`src/rtl/imem_loader.sv`:
```
// imem_loader: framed byte-stream loader that fills instruction memory and holds the CPU in reset until the image is verified
module imem_loader #(
  parameter int ADDR_W = 8
) (
  input  logic              clk,
  input  logic              rst,
  input  logic              in_valid,
  input  logic [7:0]        in_data,
  output logic              in_ready,
  input  logic              reload,
  output logic              imem_we,
  output logic [ADDR_W-1:0] imem_addr,
  output logic [31:0]       imem_wdata,
  output logic              cpu_hold,
  output logic              done,
  output logic              error,
  output logic [ADDR_W:0]   word_count
);
  typedef enum logic [2:0] {LEN0, LEN1, DATA, CSUM, DONE, ERR} state_t;
  localparam logic [16:0] DEPTH = 17'(1) << ADDR_W;
  state_t            state_q, state_d;
  logic [15:0]       len_q, len_d;
  logic [1:0]        idx_q, idx_d;
  logic [23:0]       shift_q, shift_d;
  logic [7:0]        acc_q, acc_d;
  logic [ADDR_W:0]   wc_q, wc_d;
  logic              we_q, we_d;
  logic [ADDR_W-1:0] addr_q, addr_d;
  logic [31:0]       wdata_q, wdata_d;
  logic              accept;
  assign in_ready   = state_q != DONE && state_q != ERR;
  assign accept     = in_valid && in_ready;
  assign done       = state_q == DONE;
  assign error      = state_q == ERR;
  assign cpu_hold   = state_q != DONE;
  assign imem_we    = we_q;
  assign imem_addr  = addr_q;
  assign imem_wdata = wdata_q;
  assign word_count = wc_q;
  // state and datapath registers; async reset drops any partial word
  always_ff @(posedge clk or negedge rst) begin
    if (!rst) begin
      state_q <= LEN0;
      len_q   <= '0;
      idx_q   <= '0;
      shift_q <= '0;
      acc_q   <= '0;
      wc_q    <= '0;
      we_q    <= 1'b0;
      addr_q  <= '0;
      wdata_q <= '0;
    end else begin
      state_q <= state_d;
      len_q   <= len_d;
      idx_q   <= idx_d;
      shift_q <= shift_d;
      acc_q   <= acc_d;
      wc_q    <= wc_d;
      we_q    <= we_d;
      addr_q  <= addr_d;
      wdata_q <= wdata_d;
    end
  end
  // frame parser: length check, word assembly with one-cycle write strobe, checksum compare, reload
  always_comb begin
    state_d = state_q;
    len_d   = len_q;
    idx_d   = idx_q;
    shift_d = shift_q;
    acc_d   = acc_q;
    wc_d    = wc_q;
    we_d    = 1'b0;
    addr_d  = addr_q;
    wdata_d = wdata_q;
    case (state_q)
      LEN0: if (accept) begin
        len_d[7:0] = in_data;
        state_d    = LEN1;
      end
      LEN1: if (accept) begin
        len_d   = {in_data, len_q[7:0]};
        state_d = ({in_data, len_q[7:0]} == 16'd0 || {1'b0, in_data, len_q[7:0]} > DEPTH) ? ERR : DATA;
        wc_d    = '0;
        addr_d  = '0;
        idx_d   = '0;
        acc_d   = '0;
      end
      DATA: if (accept) begin
        acc_d   = acc_q ^ in_data;
        idx_d   = idx_q + 2'd1;
        shift_d = {in_data, shift_q[23:8]};
        if (idx_q == 2'd3) begin
          we_d    = 1'b1;
          addr_d  = wc_q[ADDR_W-1:0];
          wdata_d = {in_data, shift_q};
          wc_d    = wc_q + 1'b1;
          state_d = (16'(wc_q) + 16'd1 == len_q) ? CSUM : DATA;
        end
      end
      CSUM: if (accept) state_d = (in_data == acc_q) ? DONE : ERR;
      DONE, ERR: if (reload) begin
        state_d = LEN0;
        wc_d    = '0;
        acc_d   = '0;
        idx_d   = '0;
      end
      default: state_d = LEN0;
    endcase
  end
endmodule

```
`config.mk`:
```
export PLATFORM = sky130hd
export DESIGN_NAME = imem_loader
export DESIGN_NICKNAME = d
export VERILOG_FILES = /design/src/rtl/imem_loader.sv
export SDC_FILE = /design/constraint.sdc
export NUM_CORES = 1
export LEC_CHECK = 0
export ABC_AREA = 1
export BUFFER_PORTS_ARGS = -buffer_cell sky130_fd_sc_hd__clkbuf_2
export CORE_MARGIN = 8
export CORE_UTILIZATION = 54
export CTS_CLUSTER_DIAMETER = 80
export DETAILED_ROUTE_END_ITERATION = 10
export PLACE_DENSITY = 0.85
export SLEW_MARGIN = 20
export SYNTH_ARGS = -nofsm -noshare
export SYNTH_HDL_FRONTEND = slang
export SYNTH_SLANG_ARGS = --single-unit
```
`constraint.sdc`:
```
create_clock -name clk -period 2.3 [get_ports clk]
set_input_delay 0.23 -clock clk [delete_from_list [all_inputs] [get_ports clk]]
set_output_delay 0.23 -clock clk [all_outputs]
set_load 0.01 [all_outputs]
```
## Word level (Yosys, flattened, before mapping)

Index checks and enable logic that the tools add are counted.

- Bits in registers: 103
- Input port bits: 12
- Output and inout port bits: 54
- Word-level logic and storage cells: 79

- Add/subtract/negate cells: 3
- Magnitude comparators: 1
- Equal/unequal tests: 16
- Muxes and demuxes: 31
- Bitwise logic cells: 2
- Reduce and logical (&&, ||, !) cells: 16

Operators by type and width:

| kind | number |
|---|---|
| 8-bit two-way mux | 6 |
| 9-bit two-way mux | 4 |
| 8-bit case mux with 2 select lines | 2 |
| 9-bit case mux with 3 select lines | 1 |
| 8-bit case mux with 3 select lines | 1 |
| 3-bit two-way mux | 7 |
| 10-bit by 16-bit == test with 1-bit output | 1 |
| 16-bit by 9-bit greater-than comparator with 1-bit output (second input constant) | 1 |
| 16-bit logical NOT | 1 |
| 3-bit case mux with 5 select lines | 1 |
| 2-bit != test (second input constant) | 6 |
| 9-bit by 1-bit adder with 10-bit output (second input constant) | 1 |
| 9-bit by 1-bit adder with 9-bit output (second input constant) | 1 |
| 8-bit == test | 1 |
| 4-bit AND reduction | 2 |
| 8-bit XOR | 1 |
| 3-bit by 2-bit == test with 1-bit output (second input constant) | 2 |
| 3-bit == test (second input constant) | 2 |
| 2-bit two-way mux | 3 |
| 3-bit != test (second input constant) | 2 |
| 2-bit case mux with 3 select lines | 1 |
| 3-bit AND reduction | 2 |
| 6-bit AND reduction | 1 |
| 1-bit two-way mux | 5 |
| 12 further kinds | 14 |

## Depth between registers and ports, before layout

Gate-level depths: netlist of run 1.

- Depth in word-level cells: 6
- Mapped depth: 13
- Gate-level depth less buffers: 13

## Least setup slack after synthesis of run 1

OpenSTA, ideal clock, no wires.

- Path kind: reg-to-reg
- Start: register wc_q[0], in the netlist word_count[0]
- End: register state_q[0]
- Library setup time: 0.120 ns
- Arrival time: 1.425 ns
- Required time: 2.180 ns
- Path slack: 0.755 ns
- Cell stages (with the launch flop): 13
- Path buffers: 0
- Period minus slack after synthesis: 1.545 ns
- Cells stage by stage: dfrtp_1 > ha_1 > nand2_1 > nor2_2 > nand3_1 > nand2_1 > nand3_1 > nand2_1 > nor2_1 > nand3_1 > nand2_1 > nand2_1 > nand2_1

- Longest elaborated chain between the ends: 6

Ends and longest elaborated chain:

| item | line | RTL |
|---|---|---|
| start, declared | 26 | `logic [ADDR_W:0] wc_q, wc_d;` |
| start signal, assigned | 58 | `wc_q <= wc_d;` |
| 9-bit by 1-bit adder with 10-bit output | 97 | `state_d = (16'(wc_q) + 16'd1 == len_q) ? CSUM : DATA;` |
| 10-bit by 16-bit == test with 1-bit output | 97 |  |
| 1-bit two-way mux | 97 |  |
| 3-bit two-way mux | 92 | `if (idx_q == 2'd3) begin` |
| 3-bit two-way mux | 88 | `DATA: if (accept) begin` |
| 3-bit case mux with 5 select lines | 75 | `case (state_q)` |
| end signal, assigned | 53 | `state_q <= state_d;` |
| end, declared | 21 | `state_t state_q, state_d;` |

Every way passes these cells. The select of a mux whose other input is x is not followed.
A chain may end at the register's enable or synchronous reset.

## Worst setup path after layout of run 1

- Start: register state_q[1]
- End: register wc_q[2], in the netlist word_count[2]

- Longest elaborated chain between the ends: 5
- Elaborated cells on any way between the ends: 16
- Classes of those cells: eq/ne (10); mux (1); reduce/logical (5)

Ends and longest elaborated chain:

| item | line | RTL |
|---|---|---|
| 3-bit != test | 31 | `assign in_ready = state_q != DONE && state_q != ERR;` |
| 1-bit logical AND | 31 |  |
| 1-bit logical AND | 32 | `assign accept = in_valid && in_ready;` |
| 2-bit != test (no source line) | - |  |
| 5-bit AND reduction (no source line) | - |  |

Several ways; a longest one is shown, not always the timed one.

==> flow_summary.ini, run 1 <==
[yosys]
synth_cell_type_count = 30
seq_area_frac_synth_pct = 56.8
synthesis.area_sq_mm = 0.00454
syn_nets = 538
postSynthAreaPerCell_sq_um = 8.66
syn_inst = 524
ys_ff_latch = 103
yosys_warnings = 0

[clock_network]
clkTransAtPathRegs_ns = 0.10
cts_buffers = 9
clk_latency_ns = 0.37
cts.htree.levels = 3
tritoncts = yes
postCtsSetupBuffers = 0
cts.path.max_buffers = 2
root_buffer = clkbuf_8
clkSinkCount = 103

[setup_path]
r2r_end = word_count[2]$_DFFE_PN0P_
r2r_cells = 7
r2r-start = state_q[1]$_DFFE_PN0P_
crit_path_max_fanout = 11
critPathKind = flop to flop
cp-end-kind = flop
crit_arrival_ns = 2.29
critPathRequiredTime_ns = 2.59
r2r_slack_ns = 0.30
cp-start-kind = flop

[detailed_routing]
ant_nets = 0
wl_met1_mm = 4.55
wire_per_inst_microns = 14.9
drt-pass1-iter-count = 7
post-route-drc-count = 0
viasPerCell = 5.42
first_iter_violations = 316
dr_wl_met3_microns = 733
highest_layer = met4
dr_total_vias = 3791
wl_met2_mm = 4.91
finalWirelength_mm = 10.4

[worst_hold_path]
hold_path.class = input pin to flop
min_from = in_data[2]
hold_end = shift_q[18]$_DFFE_PN0P_
hold_depth = 3

[power_and_ir_drop]
peakVddDrop_uv = 392
p_sw_mw = 1.75
comb_power_share_pct = 27.4
p_leak_nw = 2.63
p_int_mw = 3.05
clkPwrFrac_pct = 22.6
sw_frac_of_total_pct = 36.5
powerDensity_mw_per_mm2 = 932
seq_power_share_pct = 50.0

[layout]
fin_util_pct = 63.0
area_delta_synth_final_pct = 13.5
diodes = 0
final_nets = 603
layout-drive-gt1-share_pct = 16.8
layout_commonest_cell = nand2_1
most-common-layout-cells = 140 x nand2_1, 103 x dfrtp_1, 64 x clkbuf_2
fin_cells = 699

[sta]
skew_ns = 0.0141
slew_headroom_pct = 48.4
tns_ns = 0
finalSetupViolCount = 0
rsz0062_at_grt = no
tightest_slew_ns = 0.772
period_minus_slack_ns = 2.00
finalMaxSlewViolations = 0
fin_crit_sh_pct = 86.8
fmax_mhz = 501
hold_viol_final = 0

[global_route]
grt_max_degree = 50
grt_pass1_vias = 3680
grt_first_pass_wirelength_mm = 18.0
antenna_found_initial = 0
grt_usage_pct = 19.2
grt-ovfl-total = 0

[outcome]
outcome = complete, no violations

[floorplan]
die_w_microns = 108
initial_core_util_pct = 55.5
dieArea_sq_mm = 0.0116
pin_count = 66
num_rows = 33
die_h_microns = 108
core_area_sq_mm = 0.00818

[placed_design]
io_buffers = 65
dp_hpwl_mm = 7.55
place_congestion = 0.949
placedCellCount = 682

[job]
cap_viol_max_count = 0
critical path, stage by stage, from the launching register on:
cell and delay [ns]:
dfrtp_1 0.44, inv_2 0.12, nand2_1 0.09, a21oi_2 0.22, o211ai_1 0.13, nor2_1 0.61
nand3_1 0.20, o21ai_1 0.13
cell usage after synthesis, drive strengths merged:
cell type / number / area (sq um)
a21oi: 1 / 8.76
a22o: 4 / 35.0
a31oi: 1 / 6.26
and2: 1 / 6.26
buf: 13 / 82.6
clkbuf: 5 / 18.8
dfrtp: 103 / 2580
ha: 2 / 25.0
inv: 66 / 248
nand2: 141 / 532
nand3: 31 / 168
nand3b: 1 / 7.51
nand4: 7 / 43.8
nor2: 30 / 146
nor3: 2 / 15.0
o211ai: 1 / 7.51
o21ai: 104 / 521
o22ai: 3 / 18.8
xnor2: 5 / 43.8
xor2: 3 / 26.3
how the worst max path moves through the flow:
stage | from | end | slack (ns) | cells after the start
5_1_grt | word_count[0]$_DFFE_PN0P_ | state_q[0]$_DFFE_PN0P_ | 0.14 | 13
3_5_place_dp | state_q[1]$_DFFE_PN0P_ | word_count[2]$_DFFE_PN0P_ | 0.40 | 7
2_1_floorplan | word_count[0]$_DFFE_PN0P_ | state_q[0]$_DFFE_PN0P_ | 0.75 | 12
6_report | state_q[1]$_DFFE_PN0P_ | word_count[2]$_DFFE_PN0P_ | 0.30 | 7
3_3_place_gp | state_q[1]$_DFFE_PN0P_ | word_count[3]$_DFFE_PN0P_ | 0.55 | 7
4_1_cts | state_q[1]$_DFFE_PN0P_ | word_count[2]$_DFFE_PN0P_ | 0.37 | 7
layer usage:
| layer | GRT usage (%) | vias up |
|---|---|---|
| li1 | - | 1820 |
| met1 | 25.3 | 1808 |
| met2 | 30.3 | 137 |
| met3 | 3.47 | 26 |
| met4 | 8.23 | 0 |
| met5 | 0 | - |
cells by family after synthesis:
family / count (synthesis) / share of synthesized area (%)
XOR/XNOR: 8 / 1.54
buffers and inverters: 84 / 7.69
AND/OR/NAND/NOR: 213 / 20.2
flip-flops: 103 / 56.8
adder cells (fa/ha/maj): 2 / 0.551
AO/OA/AOI/OAI: 114 / 13.2
timing repair:
action | CTS | global route
hold buffers | 1 | 0
hold endpoints to repair | 32 | 0
resized for setup | 0 | 0
setup endpoints to repair | 0 | 0
flip-flops by register name, indices dropped and copies added, names as in the netlist:
signal / cells
shift_q: 24
acc_q: 8
word_count: 9
imem_wdata: 32
imem_addr: 8
len_q: 16
imem_we: 1
idx_q: 2
state_q: 3
power by group through the flow:
stage	sequential (mW)	clock, mW	combinational (mW)
floorplan	2.44	0	0.838
global placement	2.42	0	1.25
detailed placement	2.43	0	1.31
CTS	2.40	1.10	1.32
global route	2.45	1.18	1.51
finish	2.40	1.08	1.31
cell type report:
| cell class | count | area, sq um |
|---|---|---|
| Clock buffer | 9 | 124 |
| Inverter | 66 | 248 |
| Clock inverter | 7 | 63.8 |
| Sequential cell | 103 | 2580 |
| Tap cell | 105 | 131 |
| Multi-Input combinational cell | 337 | 1610 |
| Timing Repair Buffer | 72 | 395 |
| Fill cell | 686 | 3030 |
stage by stage:
step                area, sq um  worst slack (ns)  hold WS (ns)  total power, mW
finish                     5150             0.303         0.131             4.80
global route               5150             0.139         0.142             5.14
detailed placement         4950             0.395         0.200             3.74
CTS                        5150             0.371         0.126             4.82
global placement           4950             0.554         0.192             3.66
floorplan                  4540             0.755       -0.0656             3.27
(Power assumes the default switching activity.)
==> run 2, diff against run 1 <==
--- a/config.mk
+++ b/config.mk
@@ -5,7 +5,6 @@
 export SDC_FILE = /design/constraint.sdc
 export NUM_CORES = 1
 export LEC_CHECK = 0
-export ABC_AREA = 1
 export BUFFER_PORTS_ARGS = -buffer_cell sky130_fd_sc_hd__clkbuf_2
 export CORE_MARGIN = 8
 export CORE_UTILIZATION = 54
==> run 2 against run 1 <==
- critical path depth unchanged
- wire length decreased by 3.7%
- first-iteration DRC count fell by 39%
- via count fell by 4.1%
- critical path type unchanged
- highest routed layer unchanged
==> flow_summary.ini, run 2 <==
[power_and_ir_drop]
comb_power_share_pct = 15.4
seq_power_share_pct = 52.2
peakVddDrop_uv = 412
clkPwrFrac_pct = 32.4
p_leak_nw = 2.68
power.total_mw = 4.13
p_sw_mw = 1.10
sw_frac_of_total_pct = 26.5
powerDensity_mw_per_mm2 = 792
p_int_mw = 3.03

[detailed_routing]
drt-pass1-iter-count = 5
post-route-drc-count = 0
viasPerCell = 5.58
wire_per_inst_microns = 15.4
dr_total_vias = 3636
ant_nets = 0
first_iter_violations = 192
finalWirelength_mm = 10.1

[clock_network]
cts.path.max_buffers = 2
clk_latency_ns = 0.36
root_buffer = clkbuf_8
clkSinkCount = 103
tritoncts = yes
cts_buffers = 9
clkTransAtPathRegs_ns = 0.09
cts.htree.levels = 3

[global_route]
grt_pass1_vias = 3617
grt_usage_pct = 18.6
grt_first_pass_wirelength_mm = 17.4
antenna_found_initial = 0
grt_max_degree = 75
grt-ovfl-total = 0

[floorplan]
dieArea_sq_mm = 0.0116
die_w_microns = 108
num_rows = 33
initial_core_util_pct = 55.3
die_h_microns = 108
pin_count = 66
core_area_sq_mm = 0.00818

[setup_path]
cp-end-kind = flop
crit_arrival_ns = 2.36
cp-start-kind = flop
crit_path_max_fanout = 9
critPathKind = flop to flop
critPathRequiredTime_ns = 2.54

[sta]
tns_ns = 0
fmax_mhz = 471
rsz0062_at_grt = no
hold_viol_final = 0
slew_headroom_pct = 58.5
period_minus_slack_ns = 2.12
finalSetupViolCount = 0
tightest_slew_ns = 0.619
fin_crit_sh_pct = 92.2
finalMaxSlewViolations = 0
skew_ns = 0.00932

[layout]
area_delta_synth_final_pct = 15.3
largest_reg_flops = 32
diodes = 0
final_nets = 556
layout_commonest_cell = nand2_1
layout-drive-gt1-share_pct = 20.3
n_fill_cell = 668
regArea_sq_mm = 0.00258
fin_util_pct = 63.8
multi_input_area_sq_mm = 0.00183
most-common-layout-cells = 185 x nand2_1, 102 x dfrtp_1, 64 x clkbuf_2

[yosys]
netlist.area_leader.share_pct = 57.0
synthesis.area_sq_mm = 0.00452
ys_ff_latch = 103
syn_inst = 482
yosys_warnings = 0
synth.area.top_cells = dfrtp_1 57%, nand2_1 15%, o21ai_0 4.3%
syn_nets = 496
synth_most_common_cell = nand2_1
synth_common_cells = 185 x nand2_1, 103 x dfrtp_1, 39 x o21ai_0
synth_cell_type_count = 43
synth_top_area_cell = dfrtp_1
synth-async-reset-ratio_pct = 100
seq_area_frac_synth_pct = 57.0
synth_edf_count = 0
postSynthAreaPerCell_sq_um = 9.39
synth_flop_cell = dfrtp_1

[placed_design]
io_buffers = 65
place_congestion = 0.897
dp_hpwl_mm = 6.92

[job]
cap_viol_max_count = 0

[outcome]
outcome = complete, no violations

[worst_hold_path]
hold_path.class = input pin to flop
run 2: area by class of cell:
cell class	count	area share [%]
sequential	103	49.4
inverter	4	0.288
tap	105	2.52
multi-input combinational	349	35.1
clock buffer	13	2.86
timing repair buffer	75	8.01
clock inverter	3	1.73
run 2: kinds of logic (layout without fill, tap and decap cells):
| logic type | count (synthesis) | count (layout) | synth area share, % |
|---|---|---|---|
| simple gates | 246 | 246 | 23.3 |
| flops | 103 | 103 | 57.0 |
| compound gates | 67 | 67 | 8.99 |
| buf+inv | 30 | 95 | 2.79 |
| xor+xnor | 19 | 19 | 3.68 |
| mux | 15 | 15 | 3.73 |
| fa+ha+maj | 2 | 2 | 0.553 |
run 2: what timing repair did:
action,4_1_cts,5_1_grt
hold endpoints to repair,29,0
setup buffers,0,0
gates resized for setup,0,3
hold buffers,1,0
endpoints found under the setup margin,0,1
run 2: power groups by stage:
stage | registers (mW) | clock network, mW | logic [mW]
detailed placement | 2.19 | 0 | 0.634
CTS | 2.15 | 1.35 | 0.638
floorplan | 2.11 | 0 | 0.479
finish | 2.16 | 1.34 | 0.636
global route | 2.19 | 1.43 | 0.713
global placement | 2.17 | 0 | 0.611
run 2: worst paths after layout:
kind	slack [ns]	endpoint	cells after the start	start
hold / removal	0.13	state_q[2]$_DFFE_PN0P_	2	reload
setup reg to reg	0.18	state_q[0]$_DFFE_PN0P_	7	word_count[1]$_DFFE_PN0P_
setup / recovery	0.18	state_q[0]$_DFFE_PN0P_	7	word_count[1]$_DFFE_PN0P_
max in group asynchronous	1.25	word_count[0]$_DFFE_PN0P_	3	rst
hold reg to reg	0.47	imem_wdata[7]$_DFFE_PN0P_	2	shift_q[7]$_DFFE_PN0P_
min in group asynchronous	0.33	imem_wdata[22]$_DFFE_PN0P_	2	rst
run 2: stage by stage:
stage | hold slack [ns] | setup WS [ns] | instances | area (sq um)
after CTS | 0.108 | 0.0101 | 652 | 5200
after global placement | 0.173 | 0.301 | 635 | 4950
after global routing | 0.129 | 0.0109 | 652 | 5220
after floorplan | -0.0656 | 0.316 | 482 | 4520
final | 0.128 | 0.179 | 652 | 5220
after detailed placement | 0.181 | 0.116 | 635 | 4950
run 2: critical path, cell delays in order, from the launching register on:
cell and delay (ns):
dfrtp_1 0.50, ha_4 0.24, and3_1 0.22, and3_1 0.30
xnor2_1 0.10, nor4_1 0.22, nand3_1 0.14, o31ai_1 0.29
run 2: routing by layer:
layer / vias to the layer above / global-route usage (%) / wire, microns
met3: 26 / 2.99 / 497
met5: - / 0 / 0
li1: 1718 / - / -
met4: 0 / 10.1 / 283
met2: 120 / 28.5 / 4690
met1: 1772 / 24.6 / 4580
